### src/rtl/stepper_pkg.sv
// Shared types and defaults for the stepper axis: sequencer states, direction codes, timing.
// Latency: n/a (declarations only).
// Backpressure: n/a.
package stepper_pkg;

    typedef enum logic [1:0] {
        IDLE    = 2'd0,
        SETUP   = 2'd1,
        STEP_HI = 2'd2,
        STEP_LO = 2'd3
    } seq_state_t;

    localparam logic CW  = 1'b1;
    localparam logic CCW = 1'b0;

    // 1 ms high / 1 ms low and 200 ns DIR setup at 50 MHz; also used by the encoder-jog path
    localparam int DEFAULT_PULSE_LENGTH = 50000;
    localparam int DEFAULT_DIR_SETUP    = 10;

    function automatic int max_int(input int a, input int b);
        return (a > b) ? a : b;
    endfunction

endpackage

### src/rtl/stepper_phase_timer.sv
// Down-counter timing one sequencer phase: load N-1, expire is high in the phase's last cycle.
// Latency: expire asserts load_val cycles after the load edge (immediately when load_val==0).
// Backpressure: none; load wins over counting.
module stepper_phase_timer #(
    parameter int W = 4
) (
    input  logic         CLOCK_50,
    input  logic         reset,
    input  logic         load,
    input  logic [W-1:0] load_val,
    output logic         expire
);

    logic [W-1:0] cnt;

    // Count toward zero and park there until the next phase loads a new length
    always_ff @(posedge CLOCK_50) begin
        if (reset) begin
            cnt <= '0;
        end else if (load) begin
            cnt <= load_val;
        end else if (cnt != '0) begin
            cnt <= cnt - W'(1);
        end
    end

    assign expire = (cnt == '0);

endmodule

### src/rtl/stepper_move_sequencer.sv
// Runs whole A4988 moves: DIR setup, then N STEP pulses, tracking signed position; optional limits (STEPPER_LIMIT_EN).
// Latency: accept -> first STEP rise after DIR_SETUP cycles; move ends DIR_SETUP+2*N*PULSE_LENGTH cycles after accept.
// Backpressure: cmd_ready only in IDLE; an offered command is held by the source, never dropped or queued.
module stepper_move_sequencer
    import stepper_pkg::*;
#(
    parameter int PULSE_LENGTH = DEFAULT_PULSE_LENGTH,
    parameter int DIR_SETUP    = DEFAULT_DIR_SETUP,
    parameter int CNT_W        = 16,
    parameter int POS_W        = 24
) (
    input  logic                    CLOCK_50,
    input  logic                    reset,
    input  logic                    cmd_valid,
    output logic                    cmd_ready,
    input  logic                    cmd_dir,
    input  logic [CNT_W-1:0]        cmd_steps,
    input  logic                    abort,
`ifdef STEPPER_LIMIT_EN
    input  logic                    limit_cw,
    input  logic                    limit_ccw,
`endif
    output logic                    dir,
    output logic                    step,
    output logic                    busy,
    output logic                    done,
    output logic                    aborted,
    output logic signed [POS_W-1:0] position,
    output logic [CNT_W-1:0]        steps_left
);

    localparam int TMR_W = $clog2(max_int(PULSE_LENGTH, DIR_SETUP) + 1);
    localparam logic [TMR_W-1:0] PULSE_LOAD = TMR_W'(PULSE_LENGTH - 1);
    localparam logic [TMR_W-1:0] SETUP_LOAD = TMR_W'(DIR_SETUP - 1);
    localparam logic signed [POS_W-1:0] POS_ONE = POS_W'(1);
    localparam logic [CNT_W-1:0] CNT_ONE = CNT_W'(1);

    seq_state_t       state, state_nxt;
    logic             accept;
    logic             abort_eff;
    logic             abort_seen;
    logic             tmr_load;
    logic [TMR_W-1:0] tmr_val;
    logic             tmr_expire;
    logic             rise;
    logic             move_end;

    assign cmd_ready = (state == IDLE);
    assign busy      = (state != IDLE);
    assign accept    = cmd_valid && cmd_ready;

`ifdef STEPPER_LIMIT_EN
    // Only the limit in the direction of travel stops the move
    assign abort_eff = abort || ((dir == CW) ? limit_cw : limit_ccw);
`else
    assign abort_eff = abort;
`endif

    stepper_phase_timer #(.W(TMR_W)) u_timer (
        .CLOCK_50 (CLOCK_50),
        .reset    (reset),
        .load     (tmr_load),
        .load_val (tmr_val),
        .expire   (tmr_expire)
    );

    // State register
    always_ff @(posedge CLOCK_50) begin
        if (reset) begin
            state <= IDLE;
        end else begin
            state <= state_nxt;
        end
    end

    // Phase sequencing: abort cuts SETUP short but only ever ends a move at a LO->HI boundary
    always_comb begin
        state_nxt = state;
        tmr_load  = 1'b0;
        tmr_val   = PULSE_LOAD;
        rise      = 1'b0;
        move_end  = 1'b0;
        case (state)
            IDLE: begin
                if (accept && (cmd_steps != '0)) begin
                    state_nxt = SETUP;
                    tmr_load  = 1'b1;
                    tmr_val   = SETUP_LOAD;
                end
            end
            SETUP: begin
                if (abort_eff) begin
                    state_nxt = IDLE;
                    move_end  = 1'b1;
                end else if (tmr_expire) begin
                    state_nxt = STEP_HI;
                    tmr_load  = 1'b1;
                    rise      = 1'b1;
                end
            end
            STEP_HI: begin
                if (tmr_expire) begin
                    state_nxt = STEP_LO;
                    tmr_load  = 1'b1;
                end
            end
            STEP_LO: begin
                if (tmr_expire) begin
                    if ((steps_left == '0) || abort_seen || abort_eff) begin
                        state_nxt = IDLE;
                        move_end  = 1'b1;
                    end else begin
                        state_nxt = STEP_HI;
                        tmr_load  = 1'b1;
                        rise      = 1'b1;
                    end
                end
            end
            default: state_nxt = IDLE;
        endcase
    end

    // Pin outputs, position and move bookkeeping
    always_ff @(posedge CLOCK_50) begin
        if (reset) begin
            dir        <= CCW;
            step       <= 1'b0;
            done       <= 1'b0;
            aborted    <= 1'b0;
            position   <= '0;
            steps_left <= '0;
            abort_seen <= 1'b0;
        end else begin
            done    <= 1'b0;
            aborted <= 1'b0;
            step    <= (state_nxt == STEP_HI);
            if (accept) begin
                dir        <= cmd_dir;
                steps_left <= cmd_steps;
                if (cmd_steps == '0) begin
                    done <= 1'b1;
                end
            end
            if (rise) begin
                position   <= (dir == CW) ? position + POS_ONE : position - POS_ONE;
                steps_left <= steps_left - CNT_ONE;
                abort_seen <= 1'b0;
            end else if ((state == STEP_HI) || (state == STEP_LO)) begin
                abort_seen <= abort_seen || abort_eff;
            end
            // Any end with steps still pending is an early end
            if (move_end) begin
                done    <= 1'b1;
                aborted <= (steps_left != '0);
            end
        end
    end

endmodule

### config.mk
export PLATFORM = sky130hd
export DESIGN_NAME = stepper_move_sequencer
export DESIGN_NICKNAME = d
export VERILOG_FILES = /design/src/rtl/stepper_pkg.sv /design/src/rtl/stepper_phase_timer.sv /design/src/rtl/stepper_move_sequencer.sv
export SDC_FILE = /design/constraint.sdc
export NUM_CORES = 1
export LEC_CHECK = 0
export BUFFER_PORTS_ARGS = -buffer_cell sky130_fd_sc_hd__buf_2
export CORE_UTILIZATION = 58
export DETAILED_ROUTE_END_ITERATION = 12
export PLACE_DENSITY = 0.82
export SYNTH_ARGS = -nofsm -noshare
export SYNTH_HDL_FRONTEND = slang
export SYNTH_SLANG_ARGS = --single-unit
export TNS_END_PERCENT = 30
### constraint.sdc
create_clock -name CLOCK_50 -period 8.2 [get_ports CLOCK_50]
set_clock_uncertainty 0.05 [all_clocks]
set_input_delay 0 -clock CLOCK_50 [delete_from_list [all_inputs] [get_ports CLOCK_50]]
set_output_delay 0 -clock CLOCK_50 [all_outputs]
set_load 0.01 [all_outputs]
==> metrics.cfg <==
[cts]
cts_resized = 0
postCtsSetupBuffers = 0
cts_max_level = 3
cts_root_buffer = clkbuf_8
cts_tree = built
cts_buffers = 9
clock-sinks = 63
clock_latency_ns = 0.34
clockBufferDepth = 2
clk_pin_slew_worst_paths_ns = 0.07

[setup_path]
path_max_fanout = 24
reg2reg_slack_ns = 4.57
critPathMaxStageDelay_ns = 0.68
crit_family = compound AO/OA/AOI/OAI gates
worst-path-buf-inv = 1
crit_required_ns = 8.38
crit_top_cell = o21ai_0
crit_path_end_kind = flip-flop
cpMaxStageDelayCell = inv_1
arrival_ns = 3.82
critical_path.startpoint_type = flip-flop
path_class = flip-flop to flip-flop
crit_path_cell_trace = inv_1 -> ha_1 -> a21oi_1 -> o21ai_0 -> a21oi_1 -> o31ai_1 -> o21ai_0 -> o21ai_0 -> mux2i_1 -> mux2_2

[power_and_ir_drop]
powerDensity_nw_per_um2 = 298
leakage_nw = 2.04
p_total_w = 0.00140
irDropWorstVdd_mv = 0.194

[floorplan]
dieArea_um2 = 7200
core_um2 = 6490
dieWidth_um = 84.8
rows = 29
start_util_pct = 61.3
io_pins = 67
die_y_um = 84.8

[synth]
synth-edff-count = 0
syn_area_um2 = 3980
synth_nets = 554
yosys_warnings = 0
synth-compound-area-share_pct = 23.0
synthSimpleGateAreaFrac_pct = 25.1
synth_fa_ha_area_share_pct = 8.36
syn_avg_cell_area_um2 = 7.85
synth_top_family_by_area = simple AND/OR/NAND/NOR gates
synth_flop_cell = dfxtp_1
syn_inst = 507
synthArstFlopShare_pct = 0
ys_seq_area_share_pct = 31.7
synth_mux_area_share_pct = 0.534
synth_cell_types = 60
synth_xor_xnor_area_share_pct = 7.26
ys_ff_latch = 63

[finish]
multi_input_area_um2 = 2560
drive_gt1_share_pct = 16.3
area_growth_pct = 17.7
register_area_um2 = 1260
final_cell_mix = nand2_1, buf_2, dfxtp_1
final_common_cell = nand2_1
final.fill_count = 499
nets = 625
antennaDiodeCount = 0

[grt]
antenna_found_initial = 0
grtUsageTotal_pct = 28.4
grt_pass1_wl_um = 16600
grt_pass1_vias = 3548
grt_overflow = 0
grt_max_degree = 57

[run_status]
status = finished with violations
violations = design-rule violations

[routing]
dr.first_iter.drc_count = 243
routed_wl_um = 10100
vias = 4042
ant_nets = 0
dr.pass1.iters = 9
wl_per_cell_um = 15.3
vias_per_cell = 6.13
drc = 9

[timing]
setup_viol = 0
fmax_mhz = 275
fin_crit_sh_pct = 44.3
worst-slew-pin-transition_ns = 0.956
finalCriticalPeriod_ns = 3.63
relSlewSlack_pct = 36.1
grt_setup_unrepaired = no
hold_viol_final = 0
fin_setup_tns_ns = 0
slew_viol_final = 0

[placement]
gp_congestion = 0.929
port-buffer-count = 66
dp_hpwl_um = 6680

[min_path]
hp-class = input pin to flip-flop

[job]
cap_violations = 0

## cell families after synthesis
| family | after synthesis |
|---|---|
| and+or+nand+nor | 198 |
| AOI/OAI and AO/OA | 145 |
| DFF | 63 |
| muxes | 2 |
| buffers and inverters | 40 |
| xor gates and xnor gates | 33 |
| adders and majority gates | 26 |
## cells in the mapped netlist, types with 11 or more instances
| cell type | instances | area (um^2) |
|---|---|---|
| o21ai_0 | 18 | 90.1 |
| nor2_1 | 49 | 184 |
| dfxtp_1 | 63 | 1260 |
| a21oi_1 | 57 | 285 |
| nand3_1 | 14 | 70.1 |
| ha_1 | 25 | 313 |
| a31oi_1 | 14 | 87.6 |
| clkbuf_1 | 17 | 63.8 |
| nor3_1 | 15 | 75.1 |
| inv_1 | 16 | 60.1 |
| a21o_1 | 11 | 82.6 |
| xnor2_1 | 17 | 149 |
| xor2_1 | 16 | 140 |
| nand2_1 | 67 | 251 |
## layout make-up
| class | instances | share of cell area [%] |
|---|---|---|
| multi-input combinational | 404 | 54.7 |
| sequential | 63 | 26.9 |
| timing repair buffer | 84 | 10.8 |
| clock buffer | 12 | 3.31 |
| tap | 77 | 2.06 |
| inverter | 16 | 1.28 |
| clock inverter | 3 | 0.908 |
## timing repair
action / CTS / global route
hold buffers: 16 / 0
endpoints found under the hold margin: 16 / 0
endpoints found under the setup margin: 0 / 0
## layer usage
metal | vias to the layer above | global-route usage [%] | wire length [um]
li1 | 1986 | - | -
met1 | 1855 | 39.1 | 4710
met2 | 171 | 44.4 | 4520
met3 | 30 | 4.57 | 648
met4 | 0 | 11.9 | 235
met5 | - | 0 | 0
## worst register-to-register path, delay by kind of cell, from the launching register on
family,cells,cell delay (ns)
buffers and inverters,1,0.68
adders and majority gates,1,0.35
DFF,1,0.34
muxes,2,0.57
AOI/OAI and AO/OA,6,1.53
## worst paths after layout
path                                   start            end  cells past startpoint
worst min register to register  position[12]   position[12]                      2
worst max register to register           dir   position[23]                     10
worst max-delay path                     dir   position[23]                     10
worst min-delay path            cmd_steps[2]  steps_left[2]                      4
## through the flow
stage                     hold slack [ns]  std cells  utilization, %  worst slack [ns]  instance area, um^2
after global placement              0.222        628            66.6              4.85                 4330
after CTS                         0.00311        659            72.1              4.65                 4680
after detailed placement            0.223        628            66.6              4.67                 4330
final                              0.0126        659            72.1              4.57                 4680
after floorplan                    0.0860        507               -              5.13                 3980
after global routing               0.0429        659            72.1              4.33                 4680
## where the power goes
part	switching [W]	total [W]	leakage, nW	internal [W]
Sequential	0.0000573	0.000423	0.513	0.000366
Clock	0.000124	0.000279	0.0985	0.000155
Combinational	0.000409	0.000696	1.43	0.000287
## sequential cells by signal (all words and copies together), names as in the netlist
register / cells
position: 24
u_timer.cnt: 16
step: 1
aborted: 1
steps_left: 16
done: 1
abort_seen: 1
state: 2
dir: 1
Power figures use the tool's default switching activity.
